$ cat config.mk
export PLATFORM = sky130hd
export DESIGN_NAME = iterative_shifter
export DESIGN_NICKNAME = d
export VERILOG_FILES = /design/src/rtl/shifter_pkg.sv /design/src/rtl/shift_step.sv /design/src/rtl/iterative_shifter.sv
export SDC_FILE = /design/constraint.sdc
export NUM_CORES = 1
export LEC_CHECK = 0
export ABC_AREA = 1
export BUFFER_PORTS_ARGS = -buffer_cell sky130_fd_sc_hd__buf_2
export CORE_MARGIN = 2
export CORE_UTILIZATION = 54
export DETAILED_ROUTE_END_ITERATION = 16
export PLACE_DENSITY_LB_ADDON = 0.08
export SLEW_MARGIN = 20
export SYNTH_ARGS = -nofsm -noshare
export SYNTH_HDL_FRONTEND = slang
export SYNTH_HIERARCHICAL = 1
export SYNTH_SLANG_ARGS = --single-unit
$ cat constraint.sdc
create_clock -name clock -period 1.7 [get_ports clock]
set_clock_uncertainty 0.05 [all_clocks]
set_input_delay 0.17 -clock clock [delete_from_list [all_inputs] [get_ports clock]]
set_output_delay 0.17 -clock clock [all_outputs]
set_load 0.02 [all_outputs]
$ cat src/rtl/shifter_pkg.sv
// Shared definitions for the iterative shifter: operation encodings and FSM states.
package shifter_pkg;

   typedef enum logic [1:0] {
      OP_SLL = 2'b00,
      OP_SRL = 2'b01,
      OP_SRA = 2'b10,
      OP_ROR = 2'b11
   } op_e;

   typedef enum logic [1:0] {
      IDLE  = 2'b00,
      SHIFT = 2'b01,
      DONE  = 2'b10
   } state_e;

endpackage

$ cat src/rtl/shift_step.sv
// Combinational single-step shifter: moves data by 0..STEP bits for any of the four ops.
module shift_step
   import shifter_pkg::*;
#(
   parameter int WIDTH = 32,
   parameter int STEP  = 8,
   parameter int AMT_W = $clog2(STEP) + 1
) (
   input  logic [WIDTH-1:0] data_i,
   input  logic [AMT_W-1:0] amt_i,
   input  op_e              op_i,
   output logic [WIDTH-1:0] data_o
);

   logic [2*WIDTH-1:0] rot_s;

   // Sign bit is preserved by each arithmetic step, so repeated SRA keeps the original fill.
   always_comb begin
      rot_s = {data_i, data_i} >> amt_i;
      case (op_i)
         OP_SLL:  data_o = data_i << amt_i;
         OP_SRL:  data_o = data_i >> amt_i;
         OP_SRA:  data_o = $signed(data_i) >>> amt_i;
         OP_ROR:  data_o = rot_s[WIDTH-1:0];
         default: data_o = data_i;
      endcase
   end

endmodule

$ cat src/rtl/iterative_shifter.sv
// Multi-cycle shifter: applies up to STEP bits of shift per clock until the full distance is covered.
module iterative_shifter
   import shifter_pkg::*;
#(
   parameter int WIDTH   = 32,
   parameter int STEP    = 8,
   localparam int SHAMT_W = $clog2(WIDTH),
   localparam int AMT_W   = $clog2(STEP) + 1
) (
   input  logic               clock,
   input  logic               reset_n,
   input  logic               in_valid,
   output logic               in_ready,
   input  logic [WIDTH-1:0]   data_in,
   input  logic [SHAMT_W-1:0] shamt,
   input  logic [1:0]         op,
   output logic               out_valid,
   input  logic               out_ready,
   output logic [WIDTH-1:0]   data_out,
   output logic               busy
);

   generate
      if ((STEP < 1) || (STEP > WIDTH) || ((STEP & (STEP - 1)) != 0) ||
          (WIDTH < 8) || ((WIDTH & (WIDTH - 1)) != 0)) begin : g_bad_params
         $error("iterative_shifter: illegal WIDTH/STEP combination");
      end
   endgenerate

   state_e             state_q, state_d;
   op_e                op_q, op_d;
   logic [WIDTH-1:0]   work_q, work_d;
   logic [SHAMT_W-1:0] rem_q, rem_d;
   logic               in_ready_q, out_valid_q, busy_q;
   logic [AMT_W-1:0]   step_amt_s;
   logic [WIDTH-1:0]   step_out_s;

   // Distance for this cycle: min(remaining, STEP).
   always_comb begin
      if ({1'b0, rem_q} >= (SHAMT_W + 1)'(STEP)) begin
         step_amt_s = AMT_W'(STEP);
      end else begin
         step_amt_s = AMT_W'(rem_q);
      end
   end

   shift_step #(
      .WIDTH (WIDTH),
      .STEP  (STEP),
      .AMT_W (AMT_W)
   ) u_step (
      .data_i (work_q),
      .amt_i  (step_amt_s),
      .op_i   (op_q),
      .data_o (step_out_s)
   );

   // Next-state and datapath update.
   always_comb begin
      state_d = state_q;
      op_d    = op_q;
      work_d  = work_q;
      rem_d   = rem_q;
      case (state_q)
         IDLE: begin
            if (in_valid) begin
               work_d  = data_in;
               rem_d   = shamt;
               op_d    = op_e'(op);
               state_d = (shamt == {SHAMT_W{1'b0}}) ? DONE : SHIFT;
            end else begin
               state_d = IDLE;
            end
         end
         SHIFT: begin
            work_d  = step_out_s;
            rem_d   = rem_q - SHAMT_W'(step_amt_s);
            state_d = (rem_d == {SHAMT_W{1'b0}}) ? DONE : SHIFT;
         end
         DONE: begin
            if (out_ready) begin
               state_d = IDLE;
            end else begin
               state_d = DONE;
            end
         end
         default: begin
            state_d = IDLE;
         end
      endcase
   end

   // State, datapath and registered handshake flags.
   always_ff @(posedge clock or negedge reset_n) begin
      if (!reset_n) begin
         state_q     <= IDLE;
         op_q        <= OP_SLL;
         work_q      <= {WIDTH{1'b0}};
         rem_q       <= {SHAMT_W{1'b0}};
         in_ready_q  <= 1'b1;
         out_valid_q <= 1'b0;
         busy_q      <= 1'b0;
      end else begin
         state_q     <= state_d;
         op_q        <= op_d;
         work_q      <= work_d;
         rem_q       <= rem_d;
         in_ready_q  <= (state_d == IDLE);
         out_valid_q <= (state_d == DONE);
         busy_q      <= (state_d != IDLE);
      end
   end

   assign in_ready  = in_ready_q;
   assign out_valid = out_valid_q;
   assign busy      = busy_q;
   assign data_out  = work_q;

endmodule

# Yosys cells after proc, flatten, opt, wreduce, memory -nomap -nowiden
# Index checks and enable logic that the tools add are counted.
# classes
order_cmp,1
eq_ne,7
n_reduce_logical,9
bitwise_logic,0
multipliers,0
n_addsub,1
n_mux,11
shift,4
div_mod_pow,0
# op_table
cell,count
$pmux 32 s4,1
$pmux 32 s2,1
$shr 64x4->32,1
$mux 32,1
$shl 32x4->32,1
$shr 32x4->32,1
$sshr 32x4->32,1
$logic_not 5->1,2
$pmux 5 s2,1
$eq 2x2->1 const B,4
$mux 2,4
$logic_not 2->1,3
$pmux 2 s3,1
$ge 5x4->1 const B,1
$mux 5,1
$sub 5x4->5,1
$eq 2x1->1 const B,2
$mux 4,1
$reduce_and 2->1,2
$reduce_bool 2->1,2
$ne 2x2->1 const B,1
# totals
register_bits,44
romBits,0
elab_cells,40
in_bits,43
latchBits,0
memories,0
ram_bits,0
out_inout_bits,35

# Longest topological paths before layout
# depth
ltp_word,7
mapped_depth,18
mapped_depth_nobuf,16

# Hierarchy
# Netlist, hierarchy kept.
# modules_own_cells
mod,area_each_um2,cells_each,seq_area_each_um2,n_inst
shift_step,3364.5,718,0.0,1
iterative_shifter,2148.3,269,1102.3,1

# Least setup slack after synthesis
# No wires, ideal clock.
# synth_path
path_kind,flip-flop to flip-flop
startpoint,reg rem_q[4]
endpoint,reg work_q[24] (netlist: data_out[24])
required_ns,1.524
period_less_slack_ns,1.896
t_arrival_ns,1.720
slack_ns,-0.196
path_stages_with_launch,15
n_path_buf,2
cell_sequence,dfrtp_1 inv_2 nand2_4 nor2_1 buf_4 buf_2 nand3_1 nand3_1 nand2_1 nand2_1 nand2_1 a21oi_1 nand2_1 nor2_1 o21ai_0
# synth_via
elab_chain_len,5
elab_cells_between_ends,8
classes_between,order compare (1); shift (4); mux (3)
# synth_rtl
element,line,text
start: declaration,iterative_shifter.sv:33,"logic [SHAMT_W-1:0] rem_q, rem_d;"
start signal: assignment,iterative_shifter.sv:99,rem_q <= {SHAMT_W{1'b0}};
start signal: assignment,iterative_shifter.sv:107,rem_q <= rem_d;
$ge 5x4->1 *,iterative_shifter.sv:40,"if ({1'b0, rem_q} >= (SHAMT_W + 1)'(STEP)) begin"
$mux 4 *,iterative_shifter.sv:40,
via step_amt_s[3],iterative_shifter.sv:35,logic [AMT_W-1:0] step_amt_s;
$shr 64x4->32 (tied with other cells),shift_step.sv:19,"rot_s = {data_i, data_i} >> amt_i;"
$pmux 32 s4 *,shift_step.sv:20,case (op_i)
via step_out_s[24],iterative_shifter.sv:36,logic [WIDTH-1:0] step_out_s;
$pmux 32 s2 *,iterative_shifter.sv:64,case (state_q)
end signal: assignment,iterative_shifter.sv:98,work_q <= {WIDTH{1'b0}};
end signal: assignment,iterative_shifter.sv:106,work_q <= work_d;
end: declaration,iterative_shifter.sv:32,"logic [WIDTH-1:0] work_q, work_d;"
# Mark *: on every way through the listed nets, which the timed path passes. The rest lies on a longest branch.
# A chain may end at the register's enable or synchronous reset.

# Final worst setup path
# layout_path
startpoint,reg rem_q[4]
endpoint,reg work_q[26] (netlist: data_out[26])
# Same word-level chain as after synthesis.

==> results.cfg <==
[finish]
fillCellCount = 650
post-route-util = 0.834
nets = 1190
seq_area_mm2 = 0.00110
final_common_cell = nand2_1
final_cell_mix = 289 x nand2_1, 177 x nand3_1, 95 x buf_4, 80 x nand3_2
area_delta_synth_final_pct = 49.2
multi_input_area_mm2 = 0.00478
diodes = 0
drive_above_1_share = 0.401

[min_path]
holdPathEnd = op_q[1]
hp-class = input port to flip-flop
hp-start = op[1]
holdPathStages = 3

[floorplan]
coreArea_mm2 = 0.00986
die_y_um = 105
die-area_mm2 = 0.0110
start_util = 0.559
rows = 36
io_pins = 78
fp.dieW_um = 105

[timing]
slew_headroom = 0.572
drv_slew = 0
setup_ws_ns = -0.573
setup_viol = 40
worst_slew_pin_slew_ns = 0.642
finalCritPeriodShare = 1.34
period_minus_slack_ns = 2.27
hold_violations = 0
fmax_mhz = 440
rsz0062_at_grt = true

[global_route]
grt_pass1_vias = 7371
grt_remaining_overflow = 0
top_usage_layer = met2
antenna_found_initial = 0
grt.met3_usage = 0.0979
grt_usage = 0.436
use_met2 = 0.677
grt_pass1_wl_um = 38200
grt_max_degree = 45
met1_usage = 0.589

[status]
status = finished, violations left
violations = setup timing

[logic_synthesis]
yosysTopAreaCell = nand2_1
synth_seq_cells = 44
synth_edf_count = 0
syn-instance-count = 987
ys_warn_count = 6
ys_seq_area_frac = 0.200
syn-cell-area_mm2 = 0.00551
synth_cell_types = 34
yosys.area.top_type_share = 0.248
ys.flop_type = dfrtp_1
syn_area_per_cell_um2 = 5.59
synth_nets = 1031
synthTopCellsByArea = nand2_1 25%, nand3_1 24%, dfrtp_1 20%
async_reset_ff_frac = 1.00

[route]
initialDrtViolationCount = 1595
ant_nets = 0
vias = 8342
vias_per_cell = 6.52
wl_um = 26400
routedWlPerCell_um = 20.6
firstDrtPassIters = 9
route.detailed.drc = 0

[clock_network]
root_buffer = clkbuf_8
clkLatencyLatePin_ns = 0.32
cts_tree = done
cts_buffer_depth = 2
cts_buffers = 5
cts.sinks = 44
clk_pin_slew_ns = 0.10
h-tree-depth = 2

[critical_path]
r2r_start = rem_q[4]
arrival_ns = 2.42
r2r_slack_ns = -0.57
cp_max_fo = 8
path_cells = inv_2 > nand2_4 > buf_12 > nor2_4 > buf_12 > buf_12 > buf_6 > nand3_2 > nand3_2 > nand2_2 > nand2_2 > nand2_2 > a21oi_2 > nand2_1 > nor2_1 > o21ai_1
cp_num_buf_inv = 5
path_class = flip-flop to flip-flop
start_kind = flip-flop
critPathMaxStageDelay_ns = 0.40
rr_endpoint = data_out[26]
worstPathRequired_ns = 1.85
crit_slowest_cell = dfrtp_1
r2r.worst_path.cells = 16
path_delay_family = simple AND/OR/NAND/NOR gates
cp-end-kind = flip-flop

[placement]
dp_hpwl_um = 16600
gp_congestion = 1.04
numPortBuffers = 77

[job]
max_cap_violations = 0
[Yosys cell counts, drive strengths merged (2+ instances only)]
cell type	instances
nand2	381
nand3	271
buf	56
nor2	54
o21ai	51
dfrtp	43
a21oi	42
inv	38
o211ai	16
clkbuf	10
nand3b	6
and2	5
a22oi	3
nor3	3
nand4	2
[per-stage QoR]
stage / cell area [um^2] / hold WS (ns) / std cells / setup TNS, ns / setup slack (ns)
global placement: 6750 / 0.247 / 1240 / -13.02 / -0.465
CTS: 7600 / 0.0135 / 1273 / -14.40 / -0.434
detailed placement: 6750 / 0.259 / 1240 / -13.97 / -0.481
global route: 8220 / 0.0526 / 1280 / -21.68 / -0.629
floorplan: 5570 / -0.176 / 987 / -4.57 / -0.165
finish: 8220 / 0.0167 / 1280 / -18.51 / -0.573
[registers in the layout, indices dropped and copies added, names as in the netlist]
register	flops
busy	1
data_out	32
in_ready	1
op_q	2
state_q	2
out_valid	1
rem_q	5
[logic make-up after synthesis]
family	after synthesis	share of synthesized area
AOI/OAI and AO/OA	114	0.115
DFF	44	0.200
and+or+nand+nor	723	0.584
other	1	0.000680
buffers and inverters	104	0.0981
adders and majority gates	1	0.00227
[what timing repair did]
action | CTS | global route
pin swaps | 53 | 79
setup endpoints to repair | 40 | 41
hold buffers | 1 | 0
gates resized for setup | 111 | 127
endpoints found under the hold margin | 43 | 0
buffers inserted | 20 | 7
cloned | 4 | 4
[worst register-to-register path, delay by kind of cell, from the launching register on]
family	cells	cell delay (ns)
buffers and inverters	5	0.68
and+or+nand+nor	9	0.84
AOI/OAI and AO/OA	2	0.20
DFF	1	0.40
[per-layer routing]
| layer | up-vias | part of all wire |
|---|---|---|
| met5 | - | 0 |
| met4 | 0 | 0.054 |
| met3 | 180 | 0.14 |
| met2 | 779 | 0.44 |
| met1 | 3752 | 0.36 |
| li1 | 3631 | - |
[area by class of cell]
cell class | instances | share of cell area
well taps | 133 | 0.0202
flip-flops and latches | 44 | 0.134
repair buffers | 218 | 0.230
clock inverters | 2 | 0.00472
multi-input cells | 839 | 0.581
inverters | 38 | 0.0199
clock buffers | 6 | 0.0100
[worst max path at each step]
stage	from	to	depth (start not counted)	slack, ns
3_5_place_dp	rem_q[4]	data_out[4]	14	-0.48
3_3_place_gp	rem_q[4]	data_out[11]	14	-0.47
5_1_grt	rem_q[4]	data_out[26]	16	-0.63
6_report	rem_q[4]	data_out[26]	16	-0.57
2_1_floorplan	rem_q[4]	data_out[24]	16	-0.17
4_1_cts	rem_q[4]	data_out[19]	16	-0.43
Power is not shown: default switching activity piles up to over one toggle a cycle in this logic, so the estimate is an artifact.
